===== src/rtl/freq_gen_pkg.sv =====
// Shared types and constants for the BCD-programmed square-wave generator.
// num_lut returns the half-period numerator CLK*10^k/2 for a fractional-digit count k.
package freq_gen_pkg;

   localparam int DIV_W = 36;

   typedef enum logic [2:0] {
      IDLE,
      LOAD,
      CONV,
      DIV,
      RUN
   } state_t;

   function automatic logic [DIV_W-1:0] num_lut(input logic [1:0] k, input longint unsigned clk_hz);
      longint unsigned v;
      case (k)
         2'd0:    v = clk_hz;
         2'd1:    v = clk_hz * 64'd10;
         2'd2:    v = clk_hz * 64'd100;
         default: v = clk_hz * 64'd1000;
      endcase
      return DIV_W'(v / 64'd2);
   endfunction

endpackage


===== src/rtl/freq_generator_bcd_seq_divider.sv =====
// Restoring divider, one quotient bit per clock. The first step runs on the
// i_start edge straight from the inputs, so W steps finish W edges after start.
module seq_divider #(
   parameter int W = 36
) (
   input  logic         i_clk,
   input  logic         i_rst_n,
   input  logic         i_start,
   input  logic         i_abort,
   input  logic [W-1:0] i_dividend,
   input  logic [W-1:0] i_divisor,
   output logic [W-1:0] o_quotient,
   output logic         o_busy,
   output logic         o_done
);

   localparam int CW = $clog2(W + 1);

   logic [W:0]    r_rem;
   logic [W-1:0]  r_quo;
   logic [W-1:0]  r_dsr;
   logic [CW-1:0] r_cnt;
   logic          r_busy;

   logic [W:0]    w_rem_in;
   logic [W-1:0]  w_quo_in;
   logic [W-1:0]  w_dsr;
   logic [W:0]    w_shift;
   logic [W:0]    w_diff;
   logic          w_ge;

   always_comb begin
      w_rem_in = i_start ? '0 : r_rem;
      w_quo_in = i_start ? i_dividend : r_quo;
      w_dsr    = i_start ? i_divisor : r_dsr;
      w_shift  = {w_rem_in[W-1:0], w_quo_in[W-1]};
      w_ge     = (w_shift >= {1'b0, w_dsr});
      w_diff   = w_shift - {1'b0, w_dsr};
   end

   always_ff @(posedge i_clk or negedge i_rst_n) begin
      if (!i_rst_n) begin
         r_rem  <= '0;
         r_quo  <= '0;
         r_dsr  <= '0;
         r_cnt  <= '0;
         r_busy <= 1'b0;
      end else if (i_abort) begin
         r_cnt  <= '0;
         r_busy <= 1'b0;
      end else if (i_start || r_busy) begin
         r_quo <= {w_quo_in[W-2:0], w_ge};
         r_rem <= w_ge ? w_diff : w_shift;
         if (i_start) begin
            r_dsr  <= i_divisor;
            r_cnt  <= CW'(1);
            r_busy <= 1'b1;
         end else if (r_cnt == CW'(W - 1)) begin
            r_cnt  <= '0;
            r_busy <= 1'b0;
         end else begin
            r_cnt <= r_cnt + CW'(1);
         end
      end
   end

   // o_done flags the cycle whose closing edge computes the last quotient bit.
   assign o_quotient = r_quo;
   assign o_busy     = r_busy;
   assign o_done     = r_busy && (r_cnt == CW'(W - 1));

endmodule


===== src/rtl/freq_generator_bcd.sv =====
// Square-wave source programmed by a 4-digit BCD frequency with a one-hot decimal point.
// Half-period Q = floor(CLK*10^k / (2N)) is computed once per start, then the output toggles every Q cycles.
module freq_generator_bcd
   import freq_gen_pkg::*;
#(
   parameter int unsigned CLK_FREQ_HZ = 100_000_000
) (
   input  logic       i_clk,
   input  logic       i_rst_n,
   input  logic       i_start,
   input  logic       i_stop,
   input  logic [3:0] i_freq_bcd3,
   input  logic [3:0] i_freq_bcd2,
   input  logic [3:0] i_freq_bcd1,
   input  logic [3:0] i_freq_bcd0,
   input  logic [3:0] i_freq_dp,
   output logic       o_signal,
   output logic       o_ready,
   output logic       o_done,
   output logic       o_error
);

   state_t           r_state;
   logic             r_signal;
   logic             r_ready;
   logic             r_done;
   logic             r_error;
   logic [15:0]      r_digits;
   logic [1:0]       r_k;
   logic [1:0]       r_idx;
   logic [DIV_W-1:0] r_acc;
   logic [DIV_W-1:0] r_cnt;

   logic [15:0]      w_in_digits;
   logic [1:0]       w_k;
   logic             w_dp_ok;
   logic             w_bad;
   logic [3:0]       w_digit;
   logic [DIV_W-1:0] w_num;
   logic [DIV_W-1:0] w_quot;
   logic [DIV_W-1:0] w_half;
   logic             w_div_start;
   logic             w_div_busy;
   logic             w_div_done;

   assign w_in_digits = {i_freq_bcd3, i_freq_bcd2, i_freq_bcd1, i_freq_bcd0};

   always_comb begin
      w_k     = 2'd0;
      w_dp_ok = 1'b1;
      case (i_freq_dp)
         4'b0001: w_k = 2'd0;
         4'b0010: w_k = 2'd1;
         4'b0100: w_k = 2'd2;
         4'b1000: w_k = 2'd3;
         default: w_dp_ok = 1'b0;
      endcase
      w_bad = !w_dp_ok || (w_in_digits == 16'h0000) ||
              (i_freq_bcd3 > 4'd9) || (i_freq_bcd2 > 4'd9) ||
              (i_freq_bcd1 > 4'd9) || (i_freq_bcd0 > 4'd9);
   end

   // CONV walks the latched digits most-significant first.
   always_comb begin
      case (r_idx)
         2'd0:    w_digit = r_digits[15:12];
         2'd1:    w_digit = r_digits[11:8];
         2'd2:    w_digit = r_digits[7:4];
         default: w_digit = r_digits[3:0];
      endcase
   end

   assign w_num       = num_lut(r_k, 64'(CLK_FREQ_HZ));
   assign w_half      = (w_quot == '0) ? DIV_W'(1) : w_quot;
   assign w_div_start = (r_state == DIV) && !w_div_busy;

   seq_divider #(
      .W (DIV_W)
   ) u_div (
      .i_clk      (i_clk),
      .i_rst_n    (i_rst_n),
      .i_start    (w_div_start),
      .i_abort    (i_stop),
      .i_dividend (w_num),
      .i_divisor  (r_acc),
      .o_quotient (w_quot),
      .o_busy     (w_div_busy),
      .o_done     (w_div_done)
   );

   always_ff @(posedge i_clk or negedge i_rst_n) begin
      if (!i_rst_n) begin
         r_state  <= IDLE;
         r_signal <= 1'b0;
         r_ready  <= 1'b1;
         r_done   <= 1'b0;
         r_error  <= 1'b0;
         r_digits <= '0;
         r_k      <= '0;
         r_idx    <= '0;
         r_acc    <= '0;
         r_cnt    <= '0;
      end else begin
         r_done <= 1'b0;
         if (i_stop) begin
            r_state  <= IDLE;
            r_signal <= 1'b0;
            r_ready  <= 1'b1;
            r_cnt    <= '0;
         end else begin
            case (r_state)
               IDLE, RUN: begin
                  if (i_start) begin
                     r_state  <= LOAD;
                     r_ready  <= 1'b0;
                     r_signal <= 1'b0;
                     r_error  <= 1'b0;
                     r_cnt    <= '0;
                  end else if (r_state == RUN) begin
                     if (r_cnt == w_half - DIV_W'(1)) begin
                        r_cnt    <= '0;
                        r_signal <= ~r_signal;
                     end else begin
                        r_cnt <= r_cnt + DIV_W'(1);
                     end
                  end
               end
               LOAD: begin
                  r_digits <= w_in_digits;
                  r_k      <= w_k;
                  r_idx    <= '0;
                  r_acc    <= '0;
                  if (w_bad) begin
                     r_state <= IDLE;
                     r_ready <= 1'b1;
                     r_error <= 1'b1;
                  end else begin
                     r_state <= CONV;
                  end
               end
               CONV: begin
                  r_acc <= (r_acc << 3) + (r_acc << 1) + DIV_W'(w_digit);
                  r_idx <= r_idx + 2'd1;
                  if (r_idx == 2'd3) begin
                     r_state <= DIV;
                  end
               end
               DIV: begin
                  // The first high half starts on the same edge the last quotient bit lands.
                  if (w_div_done) begin
                     r_state  <= RUN;
                     r_ready  <= 1'b1;
                     r_done   <= 1'b1;
                     r_signal <= 1'b1;
                     r_cnt    <= '0;
                  end
               end
               default: begin
                  r_state <= IDLE;
                  r_ready <= 1'b1;
               end
            endcase
         end
      end
   end

   assign o_signal = r_signal;
   assign o_ready  = r_ready;
   assign o_done   = r_done;
   assign o_error  = r_error;

endmodule


===== config.mk =====
export PLATFORM = sky130hd
export DESIGN_NAME = freq_generator_bcd
export DESIGN_NICKNAME = d
export VERILOG_FILES = /design/src/rtl/freq_gen_pkg.sv /design/src/rtl/freq_generator_bcd_seq_divider.sv /design/src/rtl/freq_generator_bcd.sv
export SDC_FILE = /design/constraint.sdc
export NUM_CORES = 1
export LEC_CHECK = 0
export BUFFER_PORTS_ARGS = -buffer_cell sky130_fd_sc_hd__buf_2
export CORE_MARGIN = 4
export CORE_UTILIZATION = 35
export DETAILED_ROUTE_END_ITERATION = 16
export HOLD_SLACK_MARGIN = 0.12
export PLACE_DENSITY = 0.61
export SETUP_SLACK_MARGIN = 0.4
export SYNTH_ARGS = -nofsm -noshare
export SYNTH_HDL_FRONTEND = slang
export SYNTH_SLANG_ARGS = --single-unit

===== constraint.sdc =====
create_clock -name i_clk -period 4.4 [get_ports i_clk]
set_clock_uncertainty 0.15 [all_clocks]
set_input_delay 0.44 -clock i_clk [delete_from_list [all_inputs] [get_ports i_clk]]
set_output_delay 0.44 -clock i_clk [all_outputs]
set_load 0.1 [all_outputs]

==> flow_summary_export.csv <==
group,metric,value,unit
timing,timing.hold.ws,0.1798,ns
place,dpl.hpwl,28740,µm
timing,worst_pin_slew,1.131,ns
routing,route.detailed.drc,0,
setup_path,cp_max_fo,4,
synthesis,synth_cell_type_count,71,
synthesis,syn_inst,1802,
pwr,p_int,5.300,mW
routing,detail_route.wl_per_cell,16.94,µm
pwr,switchingPower,3.076,mW
clock_tree,clockBufferDepth,3,
timing,relSlewSlack,0.2445,
job,drv_cap,0,
floorplanning,die-area,0.04690,mm²
setup_path,worstSetupPathType,"flop to flop",
synthesis,synth_seq_area_share,0.3518,
synthesis,async_flop_share,1.000,
grt,grt_max_degree,122,
timing,rsz0062_at_grt,"yes",
floorplanning,num_rows,76,
synthesis,synthFlopType,"dfrtp_1",
floorplanning,fp.dieW,216.6,µm
synthesis,synth_edf_count,0,
routing,wl,43890,µm
synthesis,synth_area_per_cell,8.449,µm²
routing,num_vias,14134,
synthesis,synth_fp_nets,1945,
clock_tree,htreeDepth,1,
layout,drive_gt1_frac,0.2468,
layout,syn2layout_area_growth,32.17,%
min_path,whs_path_depth,2,
grt,track_usage,0.1767,
floorplanning,ios,28,
clock_tree,cts_made_buffers,26,
timing,fmax,0.2294,GHz
clock_tree,clockRootBuffer,"clkbuf_16",
synthesis,synth-warning-count,0,
setup_path,ff2ff_path_depth,19,
place,pre_cts_ws,-0.09881,ns
grt,grt_pass1_wl,69750,µm
clock_tree,clock_latency,0.57,ns
place,place.gp.congestion,0.9006,
routing,vias_per_cell,5.455,
floorplanning,fp.coreArea,0.04308,mm²
grt,antenna_found_initial,0,
synthesis,synthesis.area,0.01522,mm²
timing,hold_viol,0,
clock_tree,cts_sinks,214,
routing,drt_first_pass_iters,5,
grt,grt.overflow.total,0,
grt,grt_pass1_vias,13470,
pwr,p_leak,9.010,nW
place,dp_cells,2426,
synthesis,synth_seq_cells,214,
floorplanning,start_util,0.3534,
min_path,min_path_type,"input port to flop",
layout,antenna_cells,0,
timing,period_needed,4.358,ns
status,status,"finished clean",
setup_path,cp.required,4.71,ns
setup_path,start_kind,"flop",
setup_path,worstPathArrival,4.67,ns
layout,final-instance-count-excl-fill,2591,
routing,drt-initial-drc-count,851,
pwr,p_seq_frac,0.283,
timing,setup_viol,0,
layout,layout.nets,2132,
pwr,p_clk_frac,0.253,
clock_tree,clkTransAtPathRegs,0.06,ns
pwr,max-vdd-ir-drop,341.9,µV
timing,fin_crit_sh,0.9905,
setup_path,end_kind,"flop",
floorplanning,dieHeight,216.6,µm
timing,slew_viol_final,0,
pwr,powerDensity,416.3,mW/mm²
place,port_buffers,27,
pwr,swShare,0.3672,
routing,drtAntennaViolNets,0,
timing,setup_slack,0.04159,ns
pwr,p_comb_frac,0.464,
clock_tree,cts_tree,"built",
==> cells in the mapped netlist (4+ instances only) <==
cell type	number	area (µm²)
o22a_1	6	52.55
or3_1	15	93.84
nor2b_1	23	143.9
o21a_1	13	97.59
nand2_1	253	949.7
nand2b_1	22	137.6
a21oi_1	127	635.6
or2_2	6	37.54
nor3_1	39	195.2
o22ai_1	6	37.54
or4_1	12	90.09
and3_1	32	200.2
a211oi_1	15	112.6
o21bai_1	10	75.07
dfrtp_1	213	5330
and2_1	49	306.5
o211ai_1	4	30.03
o21ai_0	189	945.9
a31oi_1	9	56.30
nor4b_1	4	35.03
a222oi_1	4	40.04
clkbuf_1	74	277.8
o41ai_1	4	35.03
xor2_1	44	385.4
buf_2	5	25.02
xnor2_1	57	499.2
a211o_1	6	52.55
o2bb2ai_1	6	52.55
inv_1	41	153.9
nor3b_1	4	30.03
a22o_1	36	315.3
a21o_1	32	240.2
ha_1	116	1451
nand4_1	21	131.4
nor2_1	125	469.2
nor4_1	15	93.84
mux2i_1	49	490.5
o31ai_1	10	75.07
nand3_1	45	225.2
==> timing repair <==
| item | in CTS | in global routing |
|---|---|---|
| endpoints found under the hold margin | 136 | 0 |
| gates resized for setup | 139 | 247 |
| buffers inserted | 49 | 37 |
| cloned | 9 | 3 |
| setup endpoints to repair | 88 | 91 |
| hold buffers | 22 | 0 |
| pin swaps | 88 | 132 |
==> logic make-up (layout without fill, tap and decap cells) <==
logic type | Yosys count | after routing | share of synthesized area
AND/OR/NAND/NOR | 684 | 687 | 0.2191
XOR/XNOR | 101 | 101 | 0.05810
multiplexers | 51 | 51 | 0.03369
AO/OA/AOI/OAI | 507 | 507 | 0.2050
buffers and inverters | 126 | 327 | 0.03296
adder cells (fa/ha/maj) | 119 | 119 | 0.09928
flip-flops | 214 | 214 | 0.3518
==> worst max-delay path, stage by stage, from the launching register on <==
cell	delay, ns
dfrtp_1	0.42
inv_2	0.08
ha_4	0.17
a222oi_1	0.31
a21oi_1	0.11
ha_1	0.30
ha_2	0.20
inv_2	0.05
fa_2	0.20
nor2b_2	0.05
o31a_1	0.27
or4_4	0.45
a2111oi_4	0.37
nor3_2	0.09
o22ai_2	0.27
nor3_2	0.06
o22a_1	0.24
a31oi_1	0.21
xnor2_1	0.09
a22o_1	0.17
==> stage by stage <==
stage                     power [mW]  area, µm²  setup TNS [ns]  utilization
after CTS                      7.525      18810               0       0.4366
after detailed placement       5.006      16640         -0.2789       0.3864
after global placement         4.970      16640               0       0.3864
after floorplan                4.269      15340               0            -
after global routing           8.872      20120         -0.9275       0.4671
final                          8.376      20120               0       0.4671
==> sequential cells by signal (all words and copies together), names as in the netlist <==
name              flops
r_acc                36
r_digits             16
r_idx                 2
o_error               1
o_signal              1
u_div.r_rem          36
o_ready               1
u_div.r_cnt           6
r_state               3
o_done                1
u_div.r_dsr          36
u_div.o_busy          1
u_div.o_quotient     36
r_k                   2
r_cnt                36
==> final cells by class <==
type | instances | area (µm²)
fillers | 3956 | 22950
multi-input cells | 1465 | 10760
flip-flops and latches | 214 | 5359
repair buffers | 241 | 2282
clock buffers | 38 | 745.7
well taps | 585 | 732.0
inverters | 41 | 153.9
clock inverters | 7 | 88.84
==> path summary, 6_finish.rpt <==
path,start,end,slack [ns]
worst min register to register,u_div.r_rem[9],u_div.r_rem[9],0.33
worst max-delay path,r_idx[1],r_acc[32],0.04
min in group asynchronous,i_rst_n,r_cnt[23],0.40
worst min-delay path,i_stop,r_state[0],0.18
max in group asynchronous,i_rst_n,u_div.o_quotient[34],2.62
worst max register to register,r_idx[1],r_acc[32],0.04
==> metal layers <==
layer,vias to the layer above,wire (µm),global-route usage
met5,-,0,0
met4,0,1190,0.04950
li1,6851,-,-
met3,76,1896,0.01809
met1,6850,20000,0.2520
met2,357,20810,0.2864
==> placed cells by master (no fill, tap or decap), types with 8 or more instances in the layout <==
master | netlist | layout
nand2_1 | 253 | 246
dfrtp_1 | 213 | 211
buf_4 | 0 | 136
o21ai_0 | 189 | 119
nor2_1 | 125 | 101
ha_1 | 116 | 97
a21oi_1 | 127 | 76
xnor2_1 | 57 | 54
o21ai_1 | 0 | 51
and2_1 | 49 | 47
a21oi_2 | 0 | 46
xor2_1 | 44 | 42
nand3_1 | 45 | 39
a22o_1 | 36 | 36
inv_1 | 41 | 34
a21o_1 | 32 | 32
nor3_1 | 39 | 30
buf_6 | 3 | 30
clkbuf_16 | 0 | 29
mux2i_1 | 49 | 28
and3_1 | 32 | 28
buf_2 | 5 | 26
dlygate4sd3_1 | 0 | 22
nand2b_1 | 22 | 21
nor2b_1 | 23 | 21
nand4_1 | 21 | 21
nor2_4 | 0 | 19
o21ai_2 | 0 | 18
or3_1 | 15 | 15
mux2i_4 | 0 | 14
o21a_1 | 13 | 13
ha_4 | 0 | 13
nor4_1 | 15 | 12
a211oi_1 | 15 | 12
buf_12 | 0 | 10
o21bai_1 | 10 | 9
or4_1 | 12 | 8
==> power by group through the flow <==
stage	Combinational, mW	Clock (mW)	Sequential (mW)
3_3_place_gp	2.59	0	2.38
4_1_cts	3.00	2.16	2.36
5_1_grt	4.23	2.24	2.40
2_1_floorplan	1.88	0	2.39
6_report	3.89	2.12	2.37
3_5_place_dp	2.62	0	2.38
Note: power is estimated with default switching activity, not from simulation.
